===== src/rtl/uart_tx_arbiter.sv =====
// Round-robin arbiter that shares one UART transmitter among NUM_REQ byte sources
// and runs its Send/Sent four-phase handshake. Optional watchdog: UART_TX_ARB_TIMEOUT_EN.
module uart_tx_arbiter #(
    parameter int NUM_REQ = 4
`ifdef UART_TX_ARB_TIMEOUT_EN
    , parameter int TIMEOUT_CYCLES = 2048
`endif
) (
    input  logic                 clk,
    input  logic                 Reset,
    input  logic [NUM_REQ-1:0]   req_valid,
    input  logic [NUM_REQ*8-1:0] req_data,
    output logic [NUM_REQ-1:0]   req_ack,
    output logic                 busy,
    output logic [2:0]           cur_id,
    output logic                 tx_send,
    output logic [7:0]           tx_din,
    input  logic                 tx_sent
`ifdef UART_TX_ARB_TIMEOUT_EN
    , output logic               timeout_err
`endif
);

    typedef enum logic [1:0] {
        sIdle    = 2'd0,
        sSend    = 2'd1,
        sWaitLow = 2'd2
    } state_t;

    state_t               state_r, state_s;
    logic [2:0]           last_r, last_s;
    logic [NUM_REQ-1:0]   ack_s;
    logic                 busy_s;
    logic [2:0]           id_s;
    logic                 send_s;
    logic [7:0]           din_s;
    logic [7:0]           req_pad_s;
    logic [63:0]          data_pad_s;
    logic                 grant_valid_s;
    logic [2:0]           grant_id_s;
`ifdef UART_TX_ARB_TIMEOUT_EN
    logic [15:0]          tmo_cnt_r, tmo_cnt_s;
    logic                 tmo_err_s;
`endif

    // Requester index k steps after the last-served one, modulo NUM_REQ.
    function automatic logic [2:0] rr_index(input logic [2:0] base, input int k);
        return 3'((int'(base) + 32'sd1 + k) % NUM_REQ);
    endfunction

    assign req_pad_s  = 8'(req_valid);
    assign data_pad_s = 64'(req_data);

    // Round-robin winner search; scanning downward lets the nearest request win.
    always_comb begin
        grant_valid_s = 1'b0;
        grant_id_s    = 3'd0;
        for (int k = NUM_REQ - 1; k >= 0; k--) begin
            grant_valid_s = grant_valid_s | req_pad_s[rr_index(last_r, k)];
            grant_id_s    = req_pad_s[rr_index(last_r, k)] ? rr_index(last_r, k) : grant_id_s;
        end
    end

    // Next-state and next-output logic; every output is registered below.
    always_comb begin
        state_s = state_r;
        last_s  = last_r;
        ack_s   = {NUM_REQ{1'b0}};
        busy_s  = busy;
        id_s    = cur_id;
        send_s  = tx_send;
        din_s   = tx_din;
`ifdef UART_TX_ARB_TIMEOUT_EN
        tmo_cnt_s = tmo_cnt_r;
        tmo_err_s = timeout_err;
`endif
        case (state_r)
            sIdle: begin
                if (grant_valid_s) begin
                    din_s   = data_pad_s[{grant_id_s, 3'b000} +: 8];
                    id_s    = grant_id_s;
                    ack_s   = {{(NUM_REQ-1){1'b0}}, 1'b1} << grant_id_s;
                    send_s  = 1'b1;
                    busy_s  = 1'b1;
                    state_s = sSend;
`ifdef UART_TX_ARB_TIMEOUT_EN
                    tmo_cnt_s = 16'd0;
`endif
                end else begin
                    state_s = sIdle;
                end
            end
            sSend: begin
                if (tx_sent) begin
                    send_s  = 1'b0;
                    state_s = sWaitLow;
`ifdef UART_TX_ARB_TIMEOUT_EN
                // Counter starts at 0, so this compare fires in the TIMEOUT_CYCLES-th sSend cycle.
                end else if (tmo_cnt_r == 16'(TIMEOUT_CYCLES - 1)) begin
                    send_s    = 1'b0;
                    tmo_err_s = 1'b1;
                    state_s   = sWaitLow;
                end else begin
                    tmo_cnt_s = tmo_cnt_r + 16'd1;
                end
`else
                end else begin
                    state_s = sSend;
                end
`endif
            end
            sWaitLow: begin
                if (!tx_sent) begin
                    last_s  = cur_id;
                    busy_s  = 1'b0;
                    state_s = sIdle;
                end else begin
                    state_s = sWaitLow;
                end
            end
            default: begin
                send_s  = 1'b0;
                busy_s  = 1'b0;
                state_s = sIdle;
            end
        endcase
    end

    // State, pointer and output registers with synchronous reset.
    always_ff @(posedge clk) begin
        if (Reset) begin
            state_r <= sIdle;
            last_r  <= 3'(NUM_REQ - 1);
            req_ack <= {NUM_REQ{1'b0}};
            busy    <= 1'b0;
            cur_id  <= 3'd0;
            tx_send <= 1'b0;
            tx_din  <= 8'h00;
`ifdef UART_TX_ARB_TIMEOUT_EN
            tmo_cnt_r   <= 16'd0;
            timeout_err <= 1'b0;
`endif
        end else begin
            state_r <= state_s;
            last_r  <= last_s;
            req_ack <= ack_s;
            busy    <= busy_s;
            cur_id  <= id_s;
            tx_send <= send_s;
            tx_din  <= din_s;
`ifdef UART_TX_ARB_TIMEOUT_EN
            tmo_cnt_r   <= tmo_cnt_s;
            timeout_err <= tmo_err_s;
`endif
        end
    end

endmodule

===== config.mk =====
export PLATFORM = sky130hd
export DESIGN_NAME = uart_tx_arbiter
export DESIGN_NICKNAME = d
export VERILOG_FILES = /design/src/rtl/uart_tx_arbiter.sv
export SDC_FILE = /design/constraint.sdc
export NUM_CORES = 1
export LEC_CHECK = 0
export BUFFER_PORTS_ARGS = -buffer_cell sky130_fd_sc_hd__buf_2
export CORE_UTILIZATION = 47
export DETAILED_ROUTE_END_ITERATION = 8
export PLACE_DENSITY = 0.83
export SYNTH_ARGS = -nofsm -noshare
export SYNTH_HDL_FRONTEND = slang
export SYNTH_SLANG_ARGS = --single-unit

===== constraint.sdc =====
create_clock -name clk -period 4.3 [get_ports clk]
set_input_delay 0.215 -clock clk [delete_from_list [all_inputs] [get_ports clk]]
set_output_delay 0.215 -clock clk [all_outputs]
set_load 0.02 [all_outputs]

==> results by stage <==
STA:
- The smallest hold slack is 0.189 ns.
- Subtracting the final worst setup slack from the clock period gives slightly below 2 ns.
- The post-route setup TNS is 0 ns.
- The hold violation total from the final report is 0.
- The max-slew violation count was 0.
- The worst setup skew after layout is 0.00184 ns.
- The transition time at the pin with the least slew margin is roughly 0.81 ns.
- The worst slew margin relative to its limit is 46.3%.
- The total of endpoints with negative setup slack in the final report is 0.
- Setup repair after global routing left no endpoint under its margin.
- Static timing analysis puts the maximum clock frequency at 509 MHz.
- The part of the cycle the worst path needs is ~46%.

Clocking:
- Clock-pin slew was measured on the worst setup and hold paths at between 0.1 and 0.15 ns.
- The number of buffers inserted during clock tree synthesis is 3.
- The post-cts gate resize count is 0.
- In this run the number of H-tree levels came out at 1.
- The number of buffers inserted to repair setup after CTS is 0.
- The clock latency reported for the late side of the worst-skew pair is 0.30 ns.
- For this design, the CTS-stage hold fixing added 0 buffers.
- TritonCTS built the clock tree.
- The total clock sinks is 20.
- Clock tree synthesis selected as its root buffer the cell clkbuf_4.
- In this run the deepest clock path goes through 2 buffers.

Layout:
- The net count of the finished layout is 210.
- The count of antenna diodes in the layout is 0.
- The share of post-route cells with drive strength above 1 is between 30% and 40%.
- The finished cells cover around 0.0014 mm2.
- Registers take approximately 400 um2.
- Counting the fill cells in the layout gives 185.
- The number of non-filler instances in the completed layout is slightly below 200.
- Relative to the synthesized area, the layout overhead comes to 27.1%.
- The area of combinational cells with multiple inputs is 593 um2.

Power:
- The overall power of the completed layout is approximately 0.00045 W.
- The power share of the clock group is 24.5%.
- The power density over the cells is 334 mW/mm2.
- In this run switching power makes up 31.4% of total power.
- The internal portion of the total power is a little over 0.0003 W.
- Per report_power, the combinational group accounts for between 20% and 30% of the total.
- The analysis attributes to cell leakage a power of roughly 0.67 nW.
- The fraction of power consumed by sequential logic is 47.7%.
- IR analysis of the VDD net gives a maximum drop of 0.169 mV.
- The switching power is 0.000142 W.

Placement:
- Counting tap cells, the placed design contains a total of 193 instances.
- The number of port buffers is between 50 and 60.
- Routability-driven placement finished with a final weighted congestion of 0.730.
- The area of placed instances is around 0.0013 mm2.
- The sum of net half-perimeters after detailed placement is 1.86 mm.

Synth:
- The share of async-settable or async-resettable flops after synthesis is 0%.
- The cell area that synthesis handed to floorplanning was 0.00107 mm2.
- The Yosys step of the flow raised 0 warnings.
- After synthesis, flip-flops and latches occupy about 38% of the total area.
- The number of enable-type register cells in the synthesized netlist is 0.
- In this run, synthesis produced a sequential element count of 20.
- Ranked by total cell area, the synthesized netlist is headed by dfxtp_1 (38%), mux2i_1 (11%), o211ai_1 (3.5%), and4_1 (3.3%), o221ai_1 (3.3%).
- The per-instance average area after synthesis is 8.89 um2.
- Summed over its instances, the top area cell type makes up 37.5% of the synthesized netlist area.
- The commonest cells after synthesis are dfxtp_1 (20), mux2i_1 (12), nor2_1 (9).
- The synthesized netlist contains 36 unique library cells.
- The most frequently used flop master after synthesis is dfxtp_1.
- In the post-synthesis netlist, the cell with the most instances is dfxtp_1.
- The biggest area contributor in the post-synthesis netlist is dfxtp_1.
- The gate count after technology mapping is 120.
- The total nets after synthesis is 159.

Routing:
- The detailed router finished its first iteration with 11 violations.
- After detailed routing, the number of vias per cell comes to 5.32.
- The final route contains around 1000 vias.
- The first-pass detailed-route iteration total is 4.
- The detailed-route wire length is 2.38 mm.
- The count of nets left with antenna violations after detail routing is 0.
- The count of unresolved DRC violations after routing is 0.
- The average wire per cell in the routed design is 12.1 um.

Setup path:
- The critical path arrival is 2.14 ns.
- Of all nets on the critical path, the largest fanout is 16.
- STA classifies the critical path startpoint as a register.
- STA classifies the critical path endpoint as a register.
- The kind of critical path is register to register.
- The data required time at the worst endpoint is ~4.5 ns.
- The worst-case reg-to-reg path depth is 5.

Die:
- The die covers 0.00247 mm2.
- The number of standard-cell rows in the floorplan is 16.
- From left edge to right edge, the die measures 49.7 um.
- Once the floorplan was initialized, standard cells occupied a little over half of the core.
- The die span in y is 49.7 um.
- The number of top-level pins is 56.
- The core region is 0.00204 mm2.

Run:
- The tool flagged a number of max-cap violations equal to 0.

Hold path:
- The worst hold path passes through 3 cells.
- The worst hold path belongs to the class primary input to register.

Outcome:
- The flow ran to the end, and the final reports show no timing, DRC or antenna violations.

GRT:
- Global routing finished with a remaining overflow of 0.
- Across every metal layer, demand over resource in global routing totals 19.5%.
- The wire length of the first global-routing pass is 3.73 mm.
- The number of antenna violations at the first check in global routing was 0.
- The via count of the first global-routing pass is approximately 880.
- Entering global routing, the biggest net connects 17 pins.
## state kept, by name (all words and copies together) (netlist names)
signal and cells:
state_r 2, cur_id 2, last_r 2, tx_send 1, busy 1, tx_din 8
req_ack 4
## final timing paths
check | startpoint | slack (ns) | endpoint
max | last_r[0] | 2.34 | tx_din[4]
min | tx_sent | 0.19 | state_r[1]
max reg2reg | last_r[0] | 2.34 | tx_din[4]
min reg2reg | tx_send | 0.46 | tx_send
## area by class of cell
type	instances	share of cell area, %
Inverter	6	1.66
Multi-Input combinational cell	86	43.7
Tap cell	27	2.49
Sequential cell	20	29.5
Clock buffer	4	2.68
Timing Repair Buffer	54	19.9
## per-layer routing
layer	global-route usage, %	wire [um]
met1	24.3	1110
met2	32.7	1100
met3	2.16	147
met4	10.0	19
met5	0	0
## power groups by stage
stage | sequential [W] | combinational (W) | clock, W
CTS | 0.000216 | 0.000126 | 0.000112
finish | 0.000216 | 0.000126 | 0.000111
detailed placement | 0.000220 | 0.000126 | 0
global placement | 0.000219 | 0.000123 | 0
floorplan | 0.000237 | 0.0000700 | 0
global route | 0.000218 | 0.000138 | 0.000120
## cells in the final DEF, fill, tap and decap left out, types with 2 or more instances in the layout
| cell | instances |
|---|---|
| and4_1 | 4 |
| inv_1 | 5 |
| buf_2 | 54 |
| nor3_1 | 3 |
| nor2_1 | 9 |
| nand2b_1 | 4 |
| nand3b_1 | 4 |
| a211o_1 | 2 |
| mux2i_1 | 12 |
| a31oi_1 | 4 |
| o221ai_1 | 4 |
| o21ai_0 | 6 |
| nor2b_1 | 2 |
| a21oi_1 | 5 |
| dfxtp_1 | 20 |
| o211ai_1 | 5 |
| clkbuf_4 | 3 |
| nand2_1 | 7 |
## critical path: stages, from the launching register on
cell      delay [ns]
dfxtp_1         0.35
nand2b_1        0.12
a21o_1          0.23
and3_1          0.72
mux2i_1         0.28
o221ai_1        0.13
## logic make-up after synthesis
group                  synth area share, %
multiplexers                          11.3
XOR/XNOR                             0.821
AO/OA/AOI/OAI                         19.9
flip-flops                            37.5
buffers and inverters                 6.92
AND/OR/NAND/NOR                       23.2
other                                0.351
## stage by stage
step	util [%]	setup slack, ns
floorplan	-	2.80
global placement	64.6	2.40
detailed placement	64.6	2.33
CTS	66.4	2.33
global route	66.4	2.17
finish	66.4	2.34
Note: power is estimated with default switching activity, not from simulation.
